**config.mk**
```make
export PLATFORM = sky130hd
export DESIGN_NAME = uart_tx_mmio
export DESIGN_NICKNAME = d
export VERILOG_FILES = /design/src/rtl/uart_mmio_pkg.sv /design/src/rtl/sync_fifo.sv /design/src/rtl/uart_tx_mmio.sv
export SDC_FILE = /design/constraint.sdc
export NUM_CORES = 1
export LEC_CHECK = 0
export BUFFER_PORTS_ARGS = -buffer_cell sky130_fd_sc_hd__buf_2
export CAP_MARGIN = 20
export CORE_MARGIN = 5
export CORE_UTILIZATION = 35
export CTS_BUF_LIST = sky130_fd_sc_hd__clkbuf_4
export DETAILED_ROUTE_END_ITERATION = 6
export GPL_ROUTABILITY_DRIVEN = 0
export GPL_TIMING_DRIVEN = 1
export HOLD_SLACK_MARGIN = 0.06
export SLEW_MARGIN = 20
export SYNTH_ARGS = -nofsm -noshare
export SYNTH_HDL_FRONTEND = slang
export SYNTH_SLANG_ARGS = --single-unit
```
**constraint.sdc**
```tcl
create_clock -name clk -period 3.5 [get_ports clk]
set_clock_uncertainty 0.15 [all_clocks]
set_input_delay 0.7 -clock clk [delete_from_list [all_inputs] [get_ports clk]]
set_output_delay 0.7 -clock clk [all_outputs]
set_load 0.05 [all_outputs]
```
**src/rtl/uart_mmio_pkg.sv**
```systemverilog
// Shared definitions for the memory-mapped UART transmitter: register map,
// STATUS bit layout, transmitter state encoding and the harness halt word.
package uart_mmio_pkg;

  // Register indices (mem_addr[3:2]) inside the 16-byte window
  localparam logic [1:0] REG_STATUS  = 2'd0;
  localparam logic [1:0] REG_TXDATA  = 2'd1;
  localparam logic [1:0] REG_DIVISOR = 2'd2;

  // STATUS bit positions
  localparam int ST_BUSY      = 0;
  localparam int ST_FULL      = 1;
  localparam int ST_EMPTY     = 2;
  localparam int ST_OVF       = 3;
  localparam int ST_COUNT_LSB = 8;
  localparam int ST_COUNT_W   = 5;

  // Full-word store of this value to TXDATA stops the simulation harness
  localparam logic [31:0] HALT_MAGIC = 32'd123456789;

  typedef enum logic [1:0] {
    TX_IDLE  = 2'd0,
    TX_START = 2'd1,
    TX_DATA  = 2'd2,
    TX_STOP  = 2'd3
  } tx_state_e;

endpackage

```
**src/rtl/sync_fifo.sv**
```systemverilog
// Single-clock FIFO with first-word fall-through output.
// push is ignored when full unless a pop happens in the same cycle; pop is
// ignored when empty. dout always shows the head entry.
module sync_fifo #(
  parameter int WIDTH = 8,
  parameter int DEPTH = 8
) (
  input  logic                     clk,
  input  logic                     rst_n,
  input  logic                     push,
  input  logic [WIDTH-1:0]         din,
  input  logic                     pop,
  output logic [WIDTH-1:0]         dout,
  output logic                     full,
  output logic                     empty,
  output logic [$clog2(DEPTH):0]   count
);

  localparam int AW = $clog2(DEPTH);
  localparam int CW = AW + 1;

  logic [WIDTH-1:0] mem_q [DEPTH];
  logic [AW-1:0]    wr_ptr_q, wr_ptr_d;
  logic [AW-1:0]    rd_ptr_q, rd_ptr_d;
  logic [CW-1:0]    count_q, count_d;
  logic             push_ok, pop_ok;

  assign full  = (count_q == CW'(DEPTH));
  assign empty = (count_q == '0);
  assign count = count_q;
  assign dout  = mem_q[rd_ptr_q];

  // Qualify requests and compute next pointers and occupancy
  always_comb begin
    pop_ok   = pop && !empty;
    push_ok  = push && (!full || pop_ok);
    wr_ptr_d = wr_ptr_q;
    rd_ptr_d = rd_ptr_q;
    count_d  = count_q;
    if (push_ok) wr_ptr_d = wr_ptr_q + 1'b1;
    if (pop_ok)  rd_ptr_d = rd_ptr_q + 1'b1;
    case ({push_ok, pop_ok})
      2'b10:   count_d = count_q + 1'b1;
      2'b01:   count_d = count_q - 1'b1;
      default: count_d = count_q;
    endcase
  end

  // Pointer and occupancy registers
  always_ff @(posedge clk or negedge rst_n) begin
    if (!rst_n) begin
      wr_ptr_q <= '0;
      rd_ptr_q <= '0;
      count_q  <= '0;
    end else begin
      wr_ptr_q <= wr_ptr_d;
      rd_ptr_q <= rd_ptr_d;
      count_q  <= count_d;
    end
  end

  // Storage array; contents need no reset because occupancy gates reads
  always_ff @(posedge clk) begin
    if (push_ok) mem_q[wr_ptr_q] <= din;
  end

endmodule

```
**src/rtl/uart_tx_mmio.sv**
```systemverilog
// Console UART transmitter on the CPU data bus. Stores to TXDATA queue bytes
// that are sent 8N1 on tx; STATUS and DIVISOR are readable with one-cycle
// registered read latency. A full-word magic store to TXDATA pulses halt.
module uart_tx_mmio
  import uart_mmio_pkg::*;
#(
  parameter logic [31:0] BASE_ADDR  = 32'h0002_0000,
  parameter int          FIFO_DEPTH = 8,
  parameter logic [15:0] DIV_RESET  = 16'd868
) (
  input  logic        clk,
  input  logic        reset,
  input  logic [31:0] mem_addr,
  input  logic [3:0]  mem_write,
  input  logic [31:0] mem_wdata,
  output logic [31:0] mem_rdata,
  output logic        tx,
  output logic        halt
);

  localparam int CW = $clog2(FIFO_DEPTH) + 1;

  // Bus decode
  logic       sel;
  logic [1:0] idx;
  logic       halt_cond;
  logic       push_req;
  logic       status_wr;

  // FIFO interface
  logic [7:0]    fifo_dout;
  logic          fifo_full;
  logic          fifo_empty;
  logic [CW-1:0] fifo_count;
  logic          fifo_pop;

  // Register state
  logic        ovf_q, ovf_d;
  logic [15:0] div_q, div_d;
  logic        halt_q, halt_d;
  logic [31:0] rdata_q, rdata_d;
  logic [31:0] status;
  logic [ST_COUNT_W-1:0] count_ext;

  // Transmitter state
  tx_state_e   state_q;
  logic [15:0] cnt_q;
  logic [2:0]  bit_q;
  logic [7:0]  shift_q;
  logic        tx_q;
  logic        bit_end;
  logic [15:0] div_load;

  // Byte-offset bits never matter for word registers
  logic unused_addr_bits;
  assign unused_addr_bits = ^mem_addr[1:0];

  // Address decode and write qualification
  always_comb begin
    sel       = (mem_addr[31:4] == BASE_ADDR[31:4]);
    idx       = mem_addr[3:2];
    halt_cond = sel && (idx == REG_TXDATA) && (mem_write == 4'hF) &&
                (mem_wdata == HALT_MAGIC);
    push_req  = sel && (idx == REG_TXDATA) && mem_write[0] && !halt_cond;
    status_wr = sel && (idx == REG_STATUS) && mem_write[0];
  end

  // Bit timing helpers and FIFO pop: pop when idle or at the end of a stop bit
  always_comb begin
    bit_end  = (cnt_q == 16'd0);
    div_load = (div_q == 16'd0) ? 16'd0 : (div_q - 16'd1);
    fifo_pop = !fifo_empty &&
               ((state_q == TX_IDLE) || ((state_q == TX_STOP) && bit_end));
  end

  sync_fifo #(
    .WIDTH (8),
    .DEPTH (FIFO_DEPTH)
  ) u_fifo (
    .clk   (clk),
    .rst_n (reset),
    .push  (push_req),
    .din   (mem_wdata[7:0]),
    .pop   (fifo_pop),
    .dout  (fifo_dout),
    .full  (fifo_full),
    .empty (fifo_empty),
    .count (fifo_count)
  );

  // STATUS word assembly
  always_comb begin
    count_ext           = '0;
    count_ext[CW-1:0]   = fifo_count;
    status              = '0;
    status[ST_BUSY]     = (state_q != TX_IDLE);
    status[ST_FULL]     = fifo_full;
    status[ST_EMPTY]    = fifo_empty;
    status[ST_OVF]      = ovf_q;
    status[ST_COUNT_LSB +: ST_COUNT_W] = count_ext;
  end

  // Next values for overflow, divisor, halt pulse and read data
  always_comb begin
    ovf_d = ovf_q;
    if (push_req && fifo_full && !fifo_pop) ovf_d = 1'b1;
    if (status_wr && mem_wdata[ST_OVF])     ovf_d = 1'b0;

    div_d = div_q;
    if (sel && (idx == REG_DIVISOR)) begin
      if (mem_write[0]) div_d[7:0]  = mem_wdata[7:0];
      if (mem_write[1]) div_d[15:8] = mem_wdata[15:8];
    end

    halt_d = halt_cond;

    // Reads use pre-write register values, so a same-cycle write is not seen
    rdata_d = '0;
    if (sel) begin
      case (idx)
        REG_STATUS:  rdata_d = status;
        REG_DIVISOR: rdata_d = {16'd0, div_q};
        default:     rdata_d = '0;
      endcase
    end
  end

  // Bus-side registers
  always_ff @(posedge clk or negedge reset) begin
    if (!reset) begin
      ovf_q   <= 1'b0;
      div_q   <= DIV_RESET;
      halt_q  <= 1'b0;
      rdata_q <= '0;
    end else begin
      ovf_q   <= ovf_d;
      div_q   <= div_d;
      halt_q  <= halt_d;
      rdata_q <= rdata_d;
    end
  end

  // Transmit FSM; tx is registered from the current state so each bit
  // appears one cycle after the state that produces it, keeping bit lengths
  always_ff @(posedge clk or negedge reset) begin
    if (!reset) begin
      state_q <= TX_IDLE;
      cnt_q   <= '0;
      bit_q   <= '0;
      shift_q <= '0;
      tx_q    <= 1'b1;
    end else begin
      case (state_q)
        TX_START: tx_q <= 1'b0;
        TX_DATA:  tx_q <= shift_q[0];
        default:  tx_q <= 1'b1;
      endcase

      case (state_q)
        TX_IDLE: begin
          if (fifo_pop) begin
            shift_q <= fifo_dout;
            cnt_q   <= div_load;
            state_q <= TX_START;
          end
        end
        TX_START: begin
          if (bit_end) begin
            bit_q   <= 3'd0;
            cnt_q   <= div_load;
            state_q <= TX_DATA;
          end else begin
            cnt_q <= cnt_q - 16'd1;
          end
        end
        TX_DATA: begin
          if (bit_end) begin
            cnt_q <= div_load;
            if (bit_q == 3'd7) begin
              state_q <= TX_STOP;
            end else begin
              bit_q   <= bit_q + 3'd1;
              shift_q <= {1'b0, shift_q[7:1]};
            end
          end else begin
            cnt_q <= cnt_q - 16'd1;
          end
        end
        TX_STOP: begin
          if (bit_end) begin
            if (fifo_pop) begin
              shift_q <= fifo_dout;
              cnt_q   <= div_load;
              state_q <= TX_START;
            end else begin
              state_q <= TX_IDLE;
            end
          end else begin
            cnt_q <= cnt_q - 16'd1;
          end
        end
        default: state_q <= TX_IDLE;
      endcase
    end
  end

  assign mem_rdata = rdata_q;
  assign tx        = tx_q;
  assign halt      = halt_q;

endmodule

```
# Word-level counts from Yosys, hierarchy flattened
# Memories as Yosys holds them, arrays and structs flattened.
# Index checks and enable logic that the tools add are counted.
# Widths: inputs -> output; s select.
word_totals:
  register_bits: 90
  latchBits: 0
  ram_bits: 64
  rom_bits: 0
  input_bits: 70
  output_inout_bits: 34
  wordCells: 105
  mem_count: 1
op_classes:
  addsub: 7
  n_mul: 0
  div: 0
  order_cmp: 0
  n_eq_ne: 18
  n_shift: 0
  n_mux: 29
  bitwise: 0
  n_reduce_logical: 37
mem_list:
  columns: ["memory", "words", "word_bits", "rd", "rd_ports_with_merged_regs", "wr", "line", "rtl"]
  rows:
  - ["u_fifo.mem_q", 8, 8, 1, 0, 1, "sync_fifo.sv:22", "logic [WIDTH-1:0] mem_q [DEPTH];"]
op_table:
  columns: ["operator", "count"]
  rows:
  - ["$mux 16", 5]
  - ["$pmux 16 s3", 1]
  - ["$eq 32x27->1 const B", 1]
  - ["$logic_not 16->1", 2]
  - ["$mux 8", 4]
  - ["$pmux 16 s2", 1]
  - ["$sub 16x1->16 const B", 2]
  - ["$eq 28x14->1 const B", 1]
  - ["$pmux 8 s3", 1]
  - ["$logic_and 1x1->1", 15]
  - ["$ne 2x2->1 const B", 6]
  - ["$mux 2", 5]
  - ["$add 3x1->3 const B", 3]
  - ["$mux 3", 3]
  - ["$eq 2x2->1 const B", 4]
  - ["$eq 4x4->1 const B", 2]
  - ["$pmux 2 s4", 1]
  - ["$pmux 4 s2", 1]
  - ["$reduce_and 4->1", 2]
  - ["$reduce_bool 2->1", 4]
  - ["$eq 2x1->1 const B", 3]
  - ["$pmux 3 s2", 1]
  - ["$mux 1", 5]
  - ["$reduce_and 5->1", 1]
  - ["11 further kinds", 17]

# Logic depth before layout (Yosys ltp)
# Gate-level depths: netlist of run 1.
depth:
  depth_word: 10
  depth_mapped: 13
  depth_no_buf: 13

# Hierarchy
# Synthesis of run 1 repeated with hierarchy kept, for this count alone.
hier_totals:
  cells_unflattened: 618
  hier_area_um2: 7269.5
by_module_without_submodules:
  columns: ["mod", "n_inst", "cells_each", "area_each_um2", "seq_area_each_um2"]
  rows:
  - ["uart_tx_mmio", 1, 456, 4119.0, 1609.0]
  - ["sync_fifo", 1, 162, 3150.5, 2172.1]

# Worst setup path before layout of run 1
# OpenSTA, ideal clock, no wires.
synth_path:
  kind: "input to register"
  startpoint: "input port mem_addr[27]"
  endpoint: "memory u_fifo.mem_q[2][0] (enable)"
  setup_ps: 385
  t_arrival_ps: 2930
  required_time_ps: 2965
  setup_slack_ps: 34
  path_stages: 5
  n_path_buf: 0
  path_cell_list: "or4_4 or4_4 nor3_4 nand2b_1 nor3b_1"
synth_between:
  elab_chain_cells: 9
  elab_cells_between_ends: 10
  classes_between: "eq/ne (1); mux (2); reduce/logical (7)"
synth_lines:
  columns: ["item", "line", "rtl"]
  rows:
  - ["start, declared", "uart_tx_mmio.sv:13", "input logic [31:0] mem_addr,"]
  - ["$eq 28x14->1 *", "uart_tx_mmio.sv:60", "sel = (mem_addr[31:4] == BASE_ADDR[31:4]);"]
  - ["$logic_and 1x1->1 *", "uart_tx_mmio.sv:62, uart_tx_mmio.sv:64", null]
  - ["$logic_and 1x1->1 (2 in series)", "uart_tx_mmio.sv:62", "halt_cond = sel && (idx == REG_TXDATA) && (mem_write == 4'hF) &&"]
  - ["$logic_not 1->1", "uart_tx_mmio.sv:64", "push_req = sel && (idx == REG_TXDATA) && mem_write[0] && !halt_cond;"]
  - ["$logic_and 1x1->1 *", "uart_tx_mmio.sv:64", null]
  - ["$logic_and 1x1->1 *", "sync_fifo.sv:36", "push_ok = push && (!full || pop_ok);"]
  - ["$mux 1 *", "sync_fifo.sv:64", "if (push_ok) mem_q[wr_ptr_q] <= din;"]
  - ["$mux 1 (not written as such) *", "sync_fifo.sv:64", null]
  - ["end, declared", "sync_fifo.sv:22", null]
# Every way passes the cells marked *; elsewhere a longest branch is shown, timed or not.

# Final worst setup path of run 1
layout_path:
  startpoint: "register cnt_q[0]"
  endpoint: "register u_fifo.count_q[3] (netlist: u_fifo.count[3])"
layout_between:
  elab_chain_cells: 9
  elab_cells_between_ends: 11
  classes_between: "eq/ne (2); mux (1); reduce/logical (8)"
layout_lines:
  columns: ["item", "line", "rtl"]
  rows:
  - ["start, declared", "uart_tx_mmio.sv:47", "logic [15:0] cnt_q;"]
  - ["start signal, assigned", "uart_tx_mmio.sv:163", "cnt_q <= div_load;"]
  - ["start signal, assigned", "uart_tx_mmio.sv:170", "cnt_q <= div_load;"]
  - ["start signal, assigned", "uart_tx_mmio.sv:173", "cnt_q <= cnt_q - 16'd1;"]
  - ["$logic_not 16->1 *", "uart_tx_mmio.sv:70", "bit_end = (cnt_q == 16'd0);"]
  - ["$logic_and 1x1->1 *", "uart_tx_mmio.sv:73", "((state_q == TX_IDLE) || ((state_q == TX_STOP) && bit_end));"]
  - ["$logic_or 1x1->1 *", "uart_tx_mmio.sv:73", null]
  - ["$logic_and 1x1->1 *", "uart_tx_mmio.sv:72", "fifo_pop = !fifo_empty &&"]
  - ["$logic_and 1x1->1 *", "sync_fifo.sv:35", "pop_ok = pop && !empty;"]
  - ["$logic_or 1x1->1", "sync_fifo.sv:36", null]
  - ["$logic_and 1x1->1", "sync_fifo.sv:36", null]
  - ["$eq 2x1->1 / $eq 2x2->1 (equally long branches)", "sync_fifo.sv:42", "case ({push_ok, pop_ok})"]
  - ["$pmux 4 s2 / $reduce_bool 2->1 (equally long branches)", null, null]
  - ["end signal, assigned", "sync_fifo.sv:58", "count_q <= count_d;"]
  - ["end, declared", "sync_fifo.sv:25", "logic [CW-1:0] count_q, count_d;"]
# Marks and branches as above.
# A chain may end at the register's enable or synchronous reset.

==> results of run 1 <==
==> worst register-to-register path: cells and delay by family, from the launching register on <==
kind | cells | cell delay, ps
adder cells (fa/ha/maj) | 2 | 380
AO/OA/AOI/OAI | 5 | 840
buffers and inverters | 2 | 190
AND/OR/NAND/NOR | 3 | 920
flip-flops | 1 | 460
XOR/XNOR | 1 | 140
==> flip-flops by register name, summed over array words and instances, names as in the netlist <==
name,count
u_fifo.count,4
ovf_q,1
div_q,16
u_fifo.rd_ptr_q,3
u_fifo.mem_q,64
mem_rdata,16
bit_q,3
shift_q,8
u_fifo.wr_ptr_q,3
tx,1
state_q,2
cnt_q,16
halt,1
==> through the flow <==
stage / utilization [%] / cell area [um^2] / setup TNS, ps
after floorplan: - / 6990 / 0
after global placement: 39.8 / 7750 / 0
after detailed placement: 39.8 / 7750 / -57.6
after CTS: 41.1 / 7990 / 0
after global routing: 41.1 / 7990 / 0
final: 41.1 / 7990 / 0
==> power by group <==
group / total (mW) / leakage (nW) / internal, mW / switching [mW]
combinational: 0.143 / 1.76 / 0.0440 / 0.0995
sequential: 1.75 / 1.56 / 1.73 / 0.0200
clock: 0.890 / 0.128 / 0.300 / 0.590
==> per-layer routing <==
metal  routed length, um  share of wire, %
met1                6980                43
met2                7850                49
met3                 999               6.2
met4                 251               1.6
met5                   0                 0
==> final timing paths <==
check	start	endpoint	slack, ps	cells after the start
max in group asynchronous	reset	shift_q[4]	2460	1
min in group clk	mem_write[0]	ovf_q	250	2
setup / recovery	cnt_q[0]	u_fifo.count[3]	360	13
hold / removal	reset	mem_rdata[14]	140	1
setup reg to reg	cnt_q[0]	u_fifo.count[3]	360	13
hold reg to reg	u_fifo.wr_ptr_q[2]	u_fifo.wr_ptr_q[2]	350	1
==> logic make-up after synthesis <==
logic type,count (synthesis)
AO/OA/AOI/OAI,104
XOR/XNOR,28
adder cells (fa/ha/maj),15
buffers and inverters,57
flip-flops,138
multiplexers,47
other,1
AND/OR/NAND/NOR,187
==> cell usage in the layout, fill, tap and decap left out, drive strengths merged, types with 19 or more instances in the layout <==
cell type and instances:
a21oi 38, o21ai 20, clkbuf 19, nor3 21, dfrtp 68, edfxtp 64
mux2 19, nor2 38, inv 19, nand2 35, buf 109
==> final cells by class <==
class | count | area, um^2 | share of cell area, %
inverter | 15 | 56.3 | 0.704
timing repair buffer | 109 | 646 | 8.08
multi-input combinational | 397 | 2940 | 36.8
clock buffer | 19 | 143 | 1.78
tap | 265 | 332 | 4.15
clock inverter | 13 | 93.8 | 1.17
sequential | 138 | 3780 | 47.3
antenna | 1 | 2.50 | 0.0313
==> Yosys cell counts (12+ instances only) <==
library cell and number:
sky130_fd_sc_hd__nor3_1 20, sky130_fd_sc_hd__xnor2_1 16, sky130_fd_sc_hd__mux2i_1 12, sky130_fd_sc_hd__mux4_2 16, sky130_fd_sc_hd__nor4_1 13, sky130_fd_sc_hd__mux2_2 18
sky130_fd_sc_hd__xor2_1 12, sky130_fd_sc_hd__a21oi_1 38, sky130_fd_sc_hd__edfxtp_1 64, sky130_fd_sc_hd__dfrtp_1 68, sky130_fd_sc_hd__o21ai_0 19, sky130_fd_sc_hd__buf_4 16
sky130_fd_sc_hd__nand2_1 35, sky130_fd_sc_hd__inv_1 15, sky130_fd_sc_hd__ha_1 14, sky130_fd_sc_hd__nor2_1 38, sky130_fd_sc_hd__clkbuf_1 20
==> key figures, run 1 <==
Clocking
  • Number of buffers on the longest clock path: 2
  • Clock tree from TritonCTS: built
  • Total of hold buffers inserted after clock tree synthesis: 0
  • Clock transition at the registers of the reported paths: 130 ps
  • Post-cts repair resize count: 0
  • Clock Sinks: 138
  • Clock buffer count from CTS: 17
  • Total number of H-tree levels: 4
  • Post-CTS Setup Inserts: 0
  • Cell at the root of the clock tree: sky130_fd_sc_hd__clkbuf_4
  • Clock network latency to the later pin of the worst-skew pair: 540 ps

Logic synthesis
  • Number of standard cells after synthesis: between 500 and 600
  • Synth warnings: 0
  • Area of the mapped netlist: just under 7000 um^2
  • Sequential area share after synthesis: 54.5%
  • Async SR Flop Fraction: 53.6%
  • Post-Syn Area per Cell: 12.0 um^2
  • Number of register bits inferred by synthesis: 138
  • Cell types occupying the most area after synthesis: sky130_fd_sc_hd__edfxtp_1, sky130_fd_sc_hd__dfrtp_1, sky130_fd_sc_hd__mux4_2, sky130_fd_sc_hd__mux2_2, sky130_fd_sc_hd__a21oi_1
  • Multiplexer share of the synthesized area: 10.1%
  • Main combinational cell family by area after synthesis: simple AND/OR/NAND/NOR gates
  • Yosys top cell area share: between 20% and 30%
  • Library cell with the largest summed area after synthesis: sky130_fd_sc_hd__edfxtp_1
  • Post-synth top flop: sky130_fd_sc_hd__dfrtp_1
  • Post-synthesis cell type count: 71
  • Synthesized-area fraction occupied by xor and xnor cells: 3.54%
  • Post-synthesis share of cell area spent on full adders, half adders and majority gates: 2.81%
  • Synth Area in Compound Gates: 9.61%
  • Number of flops mapped to enable cells by yosys: 64
  • Simple-gate portion of the synthesized area: approximately 15%

Outcome
  • Status: finished, final reports clean

Die
  • Horiz. Die Dim: 151 um
  • Number of rows in the core area: just over 50
  • Die extent in y: 151 um
  • Die area: 22,700 um^2
  • Starting utilization of the core area: 35.6%
  • Floorplan core area: 19,500 um^2
  • Count of boundary I/O pins: between 100 and 150

STA
  • # setup viols final: 0
  • Max-slew headroom at the worst pin: 37.7%
  • Slew at the pin with the worst max-slew slack: a little over 900 ps
  • Final Hold Violating Endpoints: 0
  • Hold slack: 141 ps
  • Achievable frequency: 319 MHz
  • Final slew viol count: 0
  • RSZ-0062 raised after global routing: no
  • Post-route clock period utilization: 89.6%
  • Worst path setup slack after routing: 364 ps
  • Minimum clock period: 3140 ps

Critical path
  • Largest fanout on the critical path: 6
  • Family with the most delay on the worst path: simple AND/OR/NAND/NOR gates
  • CP max-delay cell: sky130_fd_sc_hd__dfrtp_1
  • Cell-by-cell trace of the critical path: inv_1 > ha_1 > nor4b_1 > and4_1 > o21ba_2 > o21ai_2 > inv_1 > ha_1 > a21o_1 > a21o_1 > and2_1 > a2bb2oi_1 > xnor2_1
  • Critical Path AT: 3460 ps
  • Data required time of the critical path: 3830 ps
  • Critical path launch point type: flop
  • Type of the worst setup path: reg -> reg
  • Critical path capture point type: flop
  • Max stage delay on crit path: 460 ps
  • Count of buffering cells on the critical path with inverters included: 2

GRT
  • Met2 Usage GRT: between 20 and 25%
  • GRT Overall Usage: 15.0%
  • Met3 routing resource usage after global routing: 3.50%
  • First-pass GRT wire length: 26,700 um
  • Number of antenna violations at the first check in global routing: 1
  • Layer with the highest usage after global routing: met2
  • Largest net degree at the start of global routing: 75
  • Vias in the first global route: 5,100
  • Global-route track usage on met1: about a fifth
  • Final global-route overflow total: 0

Final layout
  • Number of standard cells in the layout, taps in and fillers out: around 960
  • Share of post-route cells with drive strength above 1: 28.5%
  • Layout-stage area growth over the synthesis result: 15.2%
  • Nets: roughly 760
  • Filler Cells Inserted: about 1,900

Detailed routing
  • Number of detailed-routing iterations run before antenna repair: 6
  • Total routed wirelength: 16,100 um
  • Vias: a little under 5,000
  • Average wire per standard cell: 16.8 um
  • DRC marker count from the first detailed-route iteration: 304
  • Antenna violation net count after detailed routing: 0
  • Count of unresolved DRC violations after routing: 0
  • Average via count per standard cell: around 5.2

Hold path
  • Type of the tightest min-delay check: in -> async

Placement
  • Setup slack at placement: -57.6 ps
  • Cell total after placement: 924
  • IO Port Bufs: 85
  • Half-perimeter wire length after detailed placement: 11,900 um

Pwr
  • Pleak: 3.45 nW
  • Power Total: 2.78 mW
  • Power Density: 348 nW/um^2
  • IR drop worst, VDD: 0.163 mV

Flow run
  • Number of violations of the max-capacitance limit: 0
Power figures use the tool's default switching activity.
==> run 2, diff against run 1 <==
clock period = 3.35 ns   (was 3.5 ns; I/O delays follow)
==> run 2 against run 1 <==
  * Clock power rose by 8.8%
  * Register-to-register slack got worse by 70 ps
  * Sequential cell count did not move
  * Final cell count rose by 0.73%
  * Worst setup slack got worse by 66 ps
  * Maximum frequency rose by 2.7%
  * Highest routed layer unchanged
==> key figures, run 2 (synthesis results as in run 1) <==
Critical path
  • Worst setup slack for register-to-register paths: 300 ps
  • Largest fanout on the critical path: 6
  • Critical path capture point type: flop
  • Data required time of the critical path: 3680 ps
  • Critical Path AT: 3380 ps
  • Type of the worst setup path: reg -> reg
  • Critical path launch point type: flop

Die
  • Count of boundary I/O pins: 104
  • Starting utilization of the core area: between 30% and 40%
  • Horiz. Die Dim: ~150 um
  • Floorplan core area: 19,500 um^2
  • Die area: approximately 23,000 um^2
  • Number of rows in the core area: 51
  • Die extent in y: 151 um

Pwr
  • Pleak: 3.49 nW
  • Clk pwr share: 32.8%
  • Combinational Power Share: under 10%
  • Power Total: 2.95 mW
  • Switching power as a share of total power: 26.3%
  • IR drop worst, VDD: 0.240 mV
  • Power Density: 365 nW/um^2
  • Sequential group share of total power: 62.1%
  • Internal power: 2.17 mW
  • Net Sw Power: 0.775 mW

GRT
  • Number of antenna violations at the first check in global routing: 1
  • Final global-route overflow total: 0
  • Largest net degree at the start of global routing: 75
  • First-pass GRT wire length: 26,600 um
  • GRT Overall Usage: between 10% and 20%
  • Vias in the first global route: 5,073

STA
  • Worst path setup slack after routing: 298 ps
  • Post-route clock period utilization: 91.1%
  • Final total negative setup slack: 0 ps
  • Hold slack: 122 ps
  • Slew at the pin with the worst max-slew slack: 952 ps
  • # setup viols final: 0
  • RSZ-0062 raised after global routing: no
  • Final Hold Violating Endpoints: 0
  • Final slew viol count: 0
  • Max-slew headroom at the worst pin: 36.5%
  • Minimum clock period: 3050 ps
  • Achievable frequency: about 330 MHz

Clocking
  • Total of hold buffers inserted after clock tree synthesis: 0
  • Cell at the root of the clock tree: sky130_fd_sc_hd__clkbuf_4
  • Post-CTS Setup Inserts: 0
  • Number of buffers on the longest clock path: 2
  • Clock transition at the registers of the reported paths: 120 ps
  • Post-cts repair resize count: 0
  • Clock buffer count from CTS: 17
  • Clock Sinks: 138
  • Clock tree from TritonCTS: built
  • Clock network latency to the later pin of the worst-skew pair: 550 ps
  • Total number of H-tree levels: 4

Placement
  • Total cell area at the placement stage: between 7000 and 8000 um^2
  • IO Port Bufs: 85
  • Cell total after placement: a little over 900
  • Setup slack at placement: -97.0 ps
  • Half-perimeter wire length after detailed placement: between 10,000 and 15,000 um

Final layout
  • Top library cells by usage in the layout, fill and taps aside: sky130_fd_sc_hd__buf_2, sky130_fd_sc_hd__dfrtp_1, sky130_fd_sc_hd__edfxtp_1
  • Utilization of the core after routing: 41.5%
  • Most common cell after layout, fill and taps aside: sky130_fd_sc_hd__buf_2
  • Nets: 770
  • Layout-stage area growth over the synthesis result: 16.5%
  • Final Instance Area: 8080 um^2
  • Largest Register: u_fifo.mem_q
  • Number of standard cells in the layout, taps in and fillers out: 964
  • Share of post-route cells with drive strength above 1: 29.5%
  • Max reg flops: 64

Outcome
  • Status: finished, final reports clean

Detailed routing
  • Vias: between 4,000 and 5,000
  • Antenna violation net count after detailed routing: 0
  • DRC marker count from the first detailed-route iteration: between 200 and 300
  • Average via count per standard cell: between 5 and 6
  • Number of detailed-routing iterations run before antenna repair: 4
  • Total routed wirelength: 16,100 um
  • Count of unresolved DRC violations after routing: 0
  • Average wire per standard cell: 16.7 um

Flow run
  • Number of violations of the max-capacitance limit: 0

Hold path
  • Type of the tightest min-delay check: in -> async
[run 2: cell count changes in the layout (fill, tap and decap cells not counted), sizes merged]
cell	before	now
inv	19	21
clkbuf	19	18
buf	109	116
clkinv	6	5
[run 2: routing by layer]
metal	share of wire, %	global-route usage (%)	routed length [um]
met3	5.0	3.68	800
met2	49	24.8	7840
met5	0	0	0
met4	1.4	4.44	219
met1	45	19.3	7190
[run 2: worst max-delay path, stage by stage, from the launching register on]
cell and delay (ps):
sky130_fd_sc_hd__dfrtp_1 470, sky130_fd_sc_hd__inv_1 120, sky130_fd_sc_hd__ha_1 160, sky130_fd_sc_hd__nor4b_1 320, sky130_fd_sc_hd__and4_1 400, sky130_fd_sc_hd__o21ba_2 210
sky130_fd_sc_hd__o21ai_2 70, sky130_fd_sc_hd__inv_1 70, sky130_fd_sc_hd__ha_1 220, sky130_fd_sc_hd__a21o_1 180, sky130_fd_sc_hd__a21o_1 180, sky130_fd_sc_hd__and2_1 150
sky130_fd_sc_hd__a2bb2oi_1 170, sky130_fd_sc_hd__xnor2_1 130
[run 2: layout make-up]
class,count,area [um^2]
Clock inverter,14,113
Multi-Input combinational cell,397,2950
Tap cell,265,332
Clock buffer,18,135
Inverter,15,56.3
Fill cell,1825,11400
Antenna cell,1,2.50
Sequential cell,138,3780
Timing Repair Buffer,116,711
[run 2: worst paths after layout]
check / start / to / cells after the start
worst max-delay path: cnt_q[0] / u_fifo.count[3] / 13
worst min register to register: u_fifo.wr_ptr_q[2] / u_fifo.wr_ptr_q[2] / 1
worst max register to register: cnt_q[0] / u_fifo.count[3] / 13
worst min-delay path: reset / mem_rdata[5] / 1
max in group asynchronous: reset / shift_q[1] / 1
min in group clk: mem_write[0] / ovf_q / 2
[run 2: power groups by stage]
| stage | clock, mW | sequential, mW | combinational [mW] |
|---|---|---|---|
| 4_1_cts | 1.00 | 1.83 | 0.153 |
| 6_report | 0.968 | 1.83 | 0.150 |
| 3_5_place_dp | 0 | 1.87 | 0.153 |
| 5_1_grt | 1.09 | 1.83 | 0.170 |
| 3_3_place_gp | 0 | 1.86 | 0.148 |
| 2_1_floorplan | 0 | 1.86 | 0.0847 |
